--- config.mk ---
export PLATFORM = sky130hd
export DESIGN_NAME = sync_down_counter_flat
export DESIGN_NICKNAME = d
export VERILOG_FILES = /design/src/rtl/sync_down_counter_pkg.sv /design/src/rtl/sync_down_counter_if.sv /design/src/rtl/sync_down_counter_tff_cell.sv /design/src/rtl/sync_down_counter.sv /design/src/flat_wrapper.sv
export SDC_FILE = /design/constraint.sdc
export NUM_CORES = 1
export LEC_CHECK = 0
export ABC_AREA = 1
export CORE_UTILIZATION = 46
export DETAILED_ROUTE_END_ITERATION = 8
export PLACE_DENSITY_LB_ADDON = 0.08
export SYNTH_ARGS = -nofsm -noshare
export SYNTH_HDL_FRONTEND = slang
export SYNTH_SLANG_ARGS = --single-unit
--- constraint.sdc ---
create_clock -name clock -period 1.45 [get_ports clock]
set_clock_uncertainty 0.05 [all_clocks]
set_input_delay 0.29 -clock clock [delete_from_list [all_inputs] [get_ports clock]]
set_output_delay 0.29 -clock clock [all_outputs]
set_load 0.01 [all_outputs]
--- src/rtl/sync_down_counter_pkg.sv ---
// ----------------------------------------------------------------------------
// sync_down_counter_pkg
// Shared definitions for the loadable T-flip-flop down-counter:
//   - DEFAULT_WIDTH : default counter / load-value width
//   - MAX_WIDTH     : widest counter the mask helper supports
//   - state_t       : control FSM states (IDLE, RUN)
//   - lower_bits_zero() : helper that tells whether all bits below index i
//                         are zero, i.e. whether T cell i toggles on a
//                         decrement
// ----------------------------------------------------------------------------
package sync_down_counter_pkg;

    localparam int DEFAULT_WIDTH = 6;
    localparam int MAX_WIDTH     = 32;

    typedef enum logic [0:0] {
        IDLE = 1'b0,
        RUN  = 1'b1
    } state_t;

    // Returns 1 when v[i-1:0] is all zero (always 1 for i == 0). A down-count
    // flips bit i exactly when every lower bit is 0, so this is the per-bit
    // toggle qualifier of the decrement mask.
    function automatic logic lower_bits_zero(input logic [MAX_WIDTH-1:0] v,
                                             input int                   i);
        logic zero_s;
        zero_s = 1'b1;
        for (int j = 0; j < MAX_WIDTH; j++) begin
            if ((j < i) && v[j]) begin
                zero_s = 1'b0;
            end else begin
                zero_s = zero_s;
            end
        end
        return zero_s;
    endfunction

endpackage

--- src/rtl/sync_down_counter_if.sv ---
// ----------------------------------------------------------------------------
// sync_down_counter_if
// Control/status bundle of the down-counter.
//   en          : count enable
//   load        : synchronous load strobe
//   load_value  : start value, also kept as the reload value
//   auto_reload : 1 = periodic, 0 = one-shot
//   count       : current count
//   busy        : high while the counter is running
//   tc          : one-cycle terminal-count pulse
// master = controller driving the counter, slave = the counter itself.
// ----------------------------------------------------------------------------
interface sync_down_counter_if
    import sync_down_counter_pkg::*;
#(
    parameter int WIDTH = DEFAULT_WIDTH
) ();

    logic             en;
    logic             load;
    logic [WIDTH-1:0] load_value;
    logic             auto_reload;
    logic [WIDTH-1:0] count;
    logic             busy;
    logic             tc;

    modport master (
        output en,
        output load,
        output load_value,
        output auto_reload,
        input  count,
        input  busy,
        input  tc
    );

    modport slave (
        input  en,
        input  load,
        input  load_value,
        input  auto_reload,
        output count,
        output busy,
        output tc
    );

endinterface

--- src/rtl/sync_down_counter_tff_cell.sv ---
// ----------------------------------------------------------------------------
// tff_cell
// One bit of the down-counter: a T flip-flop with a synchronous parallel load.
//   clock  : rising-edge clock
//   clear  : asynchronous reset, active-low (q -> 0)
//   t      : toggle enable
//   d_load : value captured when ld is high
//   ld     : load strobe, has priority over t
//   q      : stored bit
// ----------------------------------------------------------------------------
module tff_cell (
    input  logic clock,
    input  logic clear,
    input  logic t,
    input  logic d_load,
    input  logic ld,
    output logic q
);

    // Bit storage: load beats toggle, otherwise hold.
    always_ff @(posedge clock or negedge clear) begin
        if (!clear) begin
            q <= 1'b0;
        end else if (ld) begin
            q <= d_load;
        end else if (t) begin
            q <= ~q;
        end else begin
            q <= q;
        end
    end

endmodule

--- src/rtl/sync_down_counter.sv ---
// ----------------------------------------------------------------------------
// sync_down_counter
// Loadable synchronous down-counter used as a programmable interval timer.
// A load starts the count; enabled cycles decrement it; reaching zero and
// seeing one more enabled edge produces a one-cycle tc pulse and then either
// stops (one-shot) or reloads the stored start value (auto-reload).
//   clock : rising-edge clock
//   clear : asynchronous reset, active-low
//   bus   : sync_down_counter_if.slave (en, load, load_value, auto_reload,
//           count, busy, tc)
// Each count bit is a tff_cell; the decrement is a per-bit toggle mask
// (bit i toggles when all lower bits are zero), so there is no carry chain
// feeding the flops' clocks and no ripple clocking.
// ----------------------------------------------------------------------------
module sync_down_counter
    import sync_down_counter_pkg::*;
#(
    parameter int WIDTH = DEFAULT_WIDTH
) (
    input  logic                 clock,
    input  logic                 clear,
    sync_down_counter_if.slave   bus
);

    state_t                 state_r;
    state_t                 state_nxt_s;
    logic [WIDTH-1:0]       reload_r;
    logic [WIDTH-1:0]       reload_nxt_s;
    logic                   tc_r;
    logic                   tc_nxt_s;

    logic                   ld_s;
    logic [WIDTH-1:0]       d_load_s;
    logic                   dec_s;
    logic [WIDTH-1:0]       t_s;
    logic [WIDTH-1:0]       q_s;
    logic [MAX_WIDTH-1:0]   count_ext_s;

    // Next-state, reload-register and cell-control decode; load has priority.
    always_comb begin
        state_nxt_s  = state_r;
        reload_nxt_s = reload_r;
        tc_nxt_s     = 1'b0;
        ld_s         = 1'b0;
        d_load_s     = bus.load_value;
        dec_s        = 1'b0;

        if (bus.load) begin
            ld_s         = 1'b1;
            d_load_s     = bus.load_value;
            reload_nxt_s = bus.load_value;
            if (bus.load_value != {WIDTH{1'b0}}) begin
                state_nxt_s = RUN;
            end else begin
                state_nxt_s = IDLE;
            end
        end else begin
            case (state_r)
                IDLE: begin
                    state_nxt_s = IDLE;
                end
                RUN: begin
                    if (bus.en) begin
                        if (q_s != {WIDTH{1'b0}}) begin
                            dec_s = 1'b1;
                        end else begin
                            // Terminal edge: auto_reload is only looked at here.
                            tc_nxt_s = 1'b1;
                            if (bus.auto_reload) begin
                                ld_s     = 1'b1;
                                d_load_s = reload_r;
                                if (reload_r != {WIDTH{1'b0}}) begin
                                    state_nxt_s = RUN;
                                end else begin
                                    state_nxt_s = IDLE;
                                end
                            end else begin
                                // Count stays at 0: no toggle, no wrap.
                                state_nxt_s = IDLE;
                            end
                        end
                    end else begin
                        state_nxt_s = RUN;
                    end
                end
                default: begin
                    state_nxt_s = IDLE;
                end
            endcase
        end
    end

    // Toggle mask: a qualified decrement flips bit i iff bits [i-1:0] are 0.
    always_comb begin
        count_ext_s              = {MAX_WIDTH{1'b0}};
        count_ext_s[WIDTH-1:0]   = q_s;
        t_s                      = {WIDTH{1'b0}};
        for (int i = 0; i < WIDTH; i++) begin
            t_s[i] = dec_s & lower_bits_zero(count_ext_s, i);
        end
    end

    // Control state, reload value and registered terminal-count pulse.
    always_ff @(posedge clock or negedge clear) begin
        if (!clear) begin
            state_r  <= IDLE;
            reload_r <= {WIDTH{1'b0}};
            tc_r     <= 1'b0;
        end else begin
            state_r  <= state_nxt_s;
            reload_r <= reload_nxt_s;
            tc_r     <= tc_nxt_s;
        end
    end

    for (genvar g = 0; g < WIDTH; g++) begin : g_cell
        tff_cell u_cell (
            .clock  (clock),
            .clear  (clear),
            .t      (t_s[g]),
            .d_load (d_load_s[g]),
            .ld     (ld_s),
            .q      (q_s[g])
        );
    end

    // All outputs come straight from flops.
    assign bus.count = q_s;
    assign bus.busy  = (state_r == RUN);
    assign bus.tc    = tc_r;

endmodule

--- src/flat_wrapper.sv ---
// flat-port wrapper written by rule: the top's interface ports become plain ports
module sync_down_counter_flat import sync_down_counter_pkg::*;
#(
    parameter int WIDTH = DEFAULT_WIDTH
)
  (clock, clear, bus_en, bus_load, bus_load_value, bus_auto_reload, bus_count, bus_busy, bus_tc);
  sync_down_counter_if #(.WIDTH(WIDTH)) bus_i ();
  input  logic clock;
  input  logic clear;
  input wire logic [$bits(bus_i.en)-1:0] bus_en;
  input wire logic [$bits(bus_i.load)-1:0] bus_load;
  input wire logic [$bits(bus_i.load_value)-1:0] bus_load_value;
  input wire logic [$bits(bus_i.auto_reload)-1:0] bus_auto_reload;
  output wire logic [$bits(bus_i.count)-1:0] bus_count;
  output wire logic [$bits(bus_i.busy)-1:0] bus_busy;
  output wire logic [$bits(bus_i.tc)-1:0] bus_tc;
  assign bus_i.en = bus_en;
  assign bus_i.load = bus_load;
  assign bus_i.load_value = bus_load_value;
  assign bus_i.auto_reload = bus_auto_reload;
  assign bus_count = bus_i.count;
  assign bus_busy = bus_i.busy;
  assign bus_tc = bus_i.tc;
  sync_down_counter #(.WIDTH(WIDTH)) u_core (.clock(clock), .clear(clear), .bus(bus_i));
endmodule
==> results <==
- Counting the buffers created by CTS gives 3.
- The routed design has 1862 µm of wire.
- The complex-gate fraction of the synthesized area is 0.03818.
- Counting every sink on the clock net gives 14.
- The average wire per standard cell is 11.02 µm.
- The synthesis-stage register bit count is 14.
- The row count is 15.
- The capturing element type of the critical path is a flip-flop.
- The final HPWL from detailed placement is 1359 µm.
- After synthesis, the largest family of logic cells by area is simple AND/OR/NAND/NOR gates.
- The area taken by flip-flops and latches is 351.6 µm².
- For the worst setup path, the data required time is 1580 ps.
- The flow ran to the end, but the final reports show violations.
- The count of mapped cells out of synthesis is 112.
- The post-synthesis adder-cell area fraction is 0.
- The worst-case headroom to the max-slew limit is 0.8024.
- The worst flop-to-flop path startpoint is u_core.g_cell[5].u_cell.q$_DFFE_PN0P_.
- The count of yosys warnings during synthesis is 0.
- In this run the worst path has a maximum fanout of 5.
- In this run, post-CTS hold repair placed 0 buffers.
- The clock-pin transition on the worst setup and hold timing paths is 90 ps.
- Of the cells placed in the final design, the portion with a size suffix greater than 1 is 0.3056.
- The final reports fail on setup timing.
- The overflow left after global routing is 0.
- The via count is 828.
- The footprint of the multi-input gates is 444.2 µm².
- The initial cell density of the core is 0.4935.
- The endpoint of the most critical register-to-register path is u_core.g_cell[2].u_cell.q$_DFFE_PN0P_.
- The TritonCTS clock tree is yes.
- The die extent in x is 45.04 µm.
- The leakage power summed over all cells is 0.0006033 µW.
- The post-route total power is 1081 µW.
- The critical path is of the flip-flop to flip-flop type.
- The largest net degree at the start of global routing is 15.
- In this run the number of H-tree levels came out at 1.
- The final number of max-transition violations is 0.
- The power density over the cells is 890.7 nW/µm².
- The share of synthesized area occupied by flip-flops and latches is 0.4112.
- The fmax is 688.5 MHz.
- The source of the critical timing path is u_core.g_cell[5].u_cell.q$_DFFE_PN0P_.
- In the routed layout, each cell is associated on average with a via count of 4.899.
- Of the total synthesized cell area, the portion taken by XOR and XNOR cells is 0.
- Once layout is complete, the utilization of the core stands at 0.7029.
- Setup repair after global routing could not meet its margin everywhere.
- The most frequent standard cell in the layout excluding fill and tap cells is sky130_fd_sc_hd__nand2_1.
- For the final routed database, the setup TNS stands at -2.451 ps.
- The number of global-route vias before repair is 688.
- By area the synthesized netlist is led by sky130_fd_sc_hd__dfrtp_1 41%, sky130_fd_sc_hd__nand2_1 16%, sky130_fd_sc_hd__nand3_1 6.5%, sky130_fd_sc_hd__buf_4 5.3%, sky130_fd_sc_hd__nor2_1 4.4%.
- The worst-case register-to-register setup slack is -2 ps.
- The layout has 146 filler cells.
- Setup violations remaining at the end of the flow were counted as 1.
- The clock network latency to the later pin of the worst-skew pair is 280 ps.
- In the layout the commonest cells are 36 x sky130_fd_sc_hd__nand2_1, 17 x sky130_fd_sc_hd__buf_4, 13 x sky130_fd_sc_hd__dfrtp_1.
- IR analysis of the VDD net gives a maximum drop of 478.4 µV.
- The post-synthesis to final-layout area growth is 42.44%.
- The synthesized netlist net count is 123.
- The tool flagged a number of max-cap violations equal to 0.
- The area fraction of the dominant cell type after synthesis is 0.4112.
- Measured in cells, the most critical reg-to-reg path has a length of 8.
- Of the total synthesized cell area, the portion taken by AND, OR, NAND and NOR gates is 0.4435.
- Dividing the synthesized area by the synthesized cell count gives 7.608 µm².
- The netlist area before placement is 852.1 µm².
- For this run, the total global-route usage over all layers was measured as 0.2007.
- The data arrival time of the worst path is 1580 ps.
- The number of antenna violations at the first check in global routing came to 0.
- The type of origin of the critical path is a flip-flop.
- The cell at the root of the clock tree is sky130_fd_sc_hd__clkbuf_4.
- Before CTS, the worst setup slack after placement is -129.3 ps.
- The final cycle utilization of the critical path is 1.002.
- The core outline area is 1727 µm².
- The shortest clock period the worst path allows after layout is 1452 ps.
- The die is 45.04 µm tall.
- The final-layout worst hold slack is 251.2 ps.
- The worst setup margin is -2.451 ps.
- The transition time of the tightest slew-check pin is 294.1 ps.
- The final-report hold violation count is 0.
- In this run the deepest clock path goes through 2 buffers.
- The number of top-level design ports is 19.
- The number of nets still failing antenna checks after routing is 0.
- The distinct cell type count of the synthesized netlist is 23.
- At the end of routability-driven placement, the weighted congestion stood at 0.8153.
- The net count of the finished layout is 156.
- The area enclosed by the die boundary is 2029 µm².
- The synthesized design spends more area on one cell type than any other, namely sky130_fd_sc_hd__dfrtp_1.
- The wire length of the first global-routing pass is 2891 µm.
- For this block, the initial DRC count from the detailed router was 21.
- Measured against the total synthesized area, the mux share comes to 0.
- During placement, the flow inserted port buffers numbering 18.
- The diode insertion count for antenna repair is 0.
- Before antenna repair, the detailed router went through 4 iterations.
- The post-route DRC violation count is 0.
- In this run the worst hold path is classified as input port to asynchronous set/reset pin.
## timing repair
item,4_1_cts,5_1_grt
cloned,0,0
pin swaps,0,7
setup endpoints to repair,8,6
hold endpoints to repair,0,0
resized for setup,9,15
setup buffers,7,5
## stage by stage
step	cells	area [µm²]
after global routing	169	1214
after global placement	154	1059
after CTS	165	1139
after floorplan	112	852.1
after detailed placement	154	1059
final	169	1214
## per-layer routing
metal / track usage / part of all wire
met1: 0.2652 / 0.46
met2: 0.3275 / 0.48
met3: 0.02400 / 0.041
met4: 0.09091 / 0.017
met5: 0 / 0
## flip-flops by register name, summed over array words and instances, names as in the netlist
register,flops
u_core.reload_r,6
u_core.g_cell.u_cell.q,6
u_core.bus.tc,1
u_core.bus.busy,1
## cells by family after synthesis
family	after synthesis
AOI/OAI and AO/OA	6
buffers and inverters	17
and+or+nand+nor	75
DFF	14
## layout make-up
class / count / area share
inverter: 9 / 0.02990
multi-input combinational: 81 / 0.3660
timing repair buffer: 36 / 0.2588
clock buffer: 4 / 0.02990
sequential: 14 / 0.2897
tap: 25 / 0.02577
## cell usage after synthesis (all sizes together)
cell and n:
nand2 39, nor2 15, dfrtp 14, nand3 14
inv 9, buf 7, nand4 4, o21ai 4
a21oi 1, and2 1, clkbuf 1, nor3 1
o31ai 1, or2 1
## where the power goes
group          internal, µW  switching [µW]  leakage, µW
sequential              428            22.5     0.000170
combinational           169             177     0.000413
clock                   153             131    0.0000210
total                   750             331     0.000603
## worst max-delay path: stages (launching register included)
cell                      delay (ps)
sky130_fd_sc_hd__dfrtp_1         400
sky130_fd_sc_hd__buf_6           130
sky130_fd_sc_hd__or2_4           260
sky130_fd_sc_hd__nor2_4          130
sky130_fd_sc_hd__nand3_4         120
sky130_fd_sc_hd__nand2_4         130
sky130_fd_sc_hd__inv_4            40
sky130_fd_sc_hd__nand2_1          50
sky130_fd_sc_hd__nand2_1          50
## how the worst max path moves through the flow
stage,slack [ps],end,depth (start not counted)
after floorplan,190,u_core.g_cell[4].u_cell.q$_DFFE_PN0P_,7
after global placement,-100,u_core.g_cell[1].u_cell.q$_DFFE_PN0P_,7
after detailed placement,-130,u_core.g_cell[1].u_cell.q$_DFFE_PN0P_,7
after CTS,-20,u_core.g_cell[2].u_cell.q$_DFFE_PN0P_,8
after global routing,-90,u_core.g_cell[5].u_cell.q$_DFFE_PN0P_,9
final,-2,u_core.g_cell[2].u_cell.q$_DFFE_PN0P_,8
Note: power is estimated with default switching activity, not from simulation.
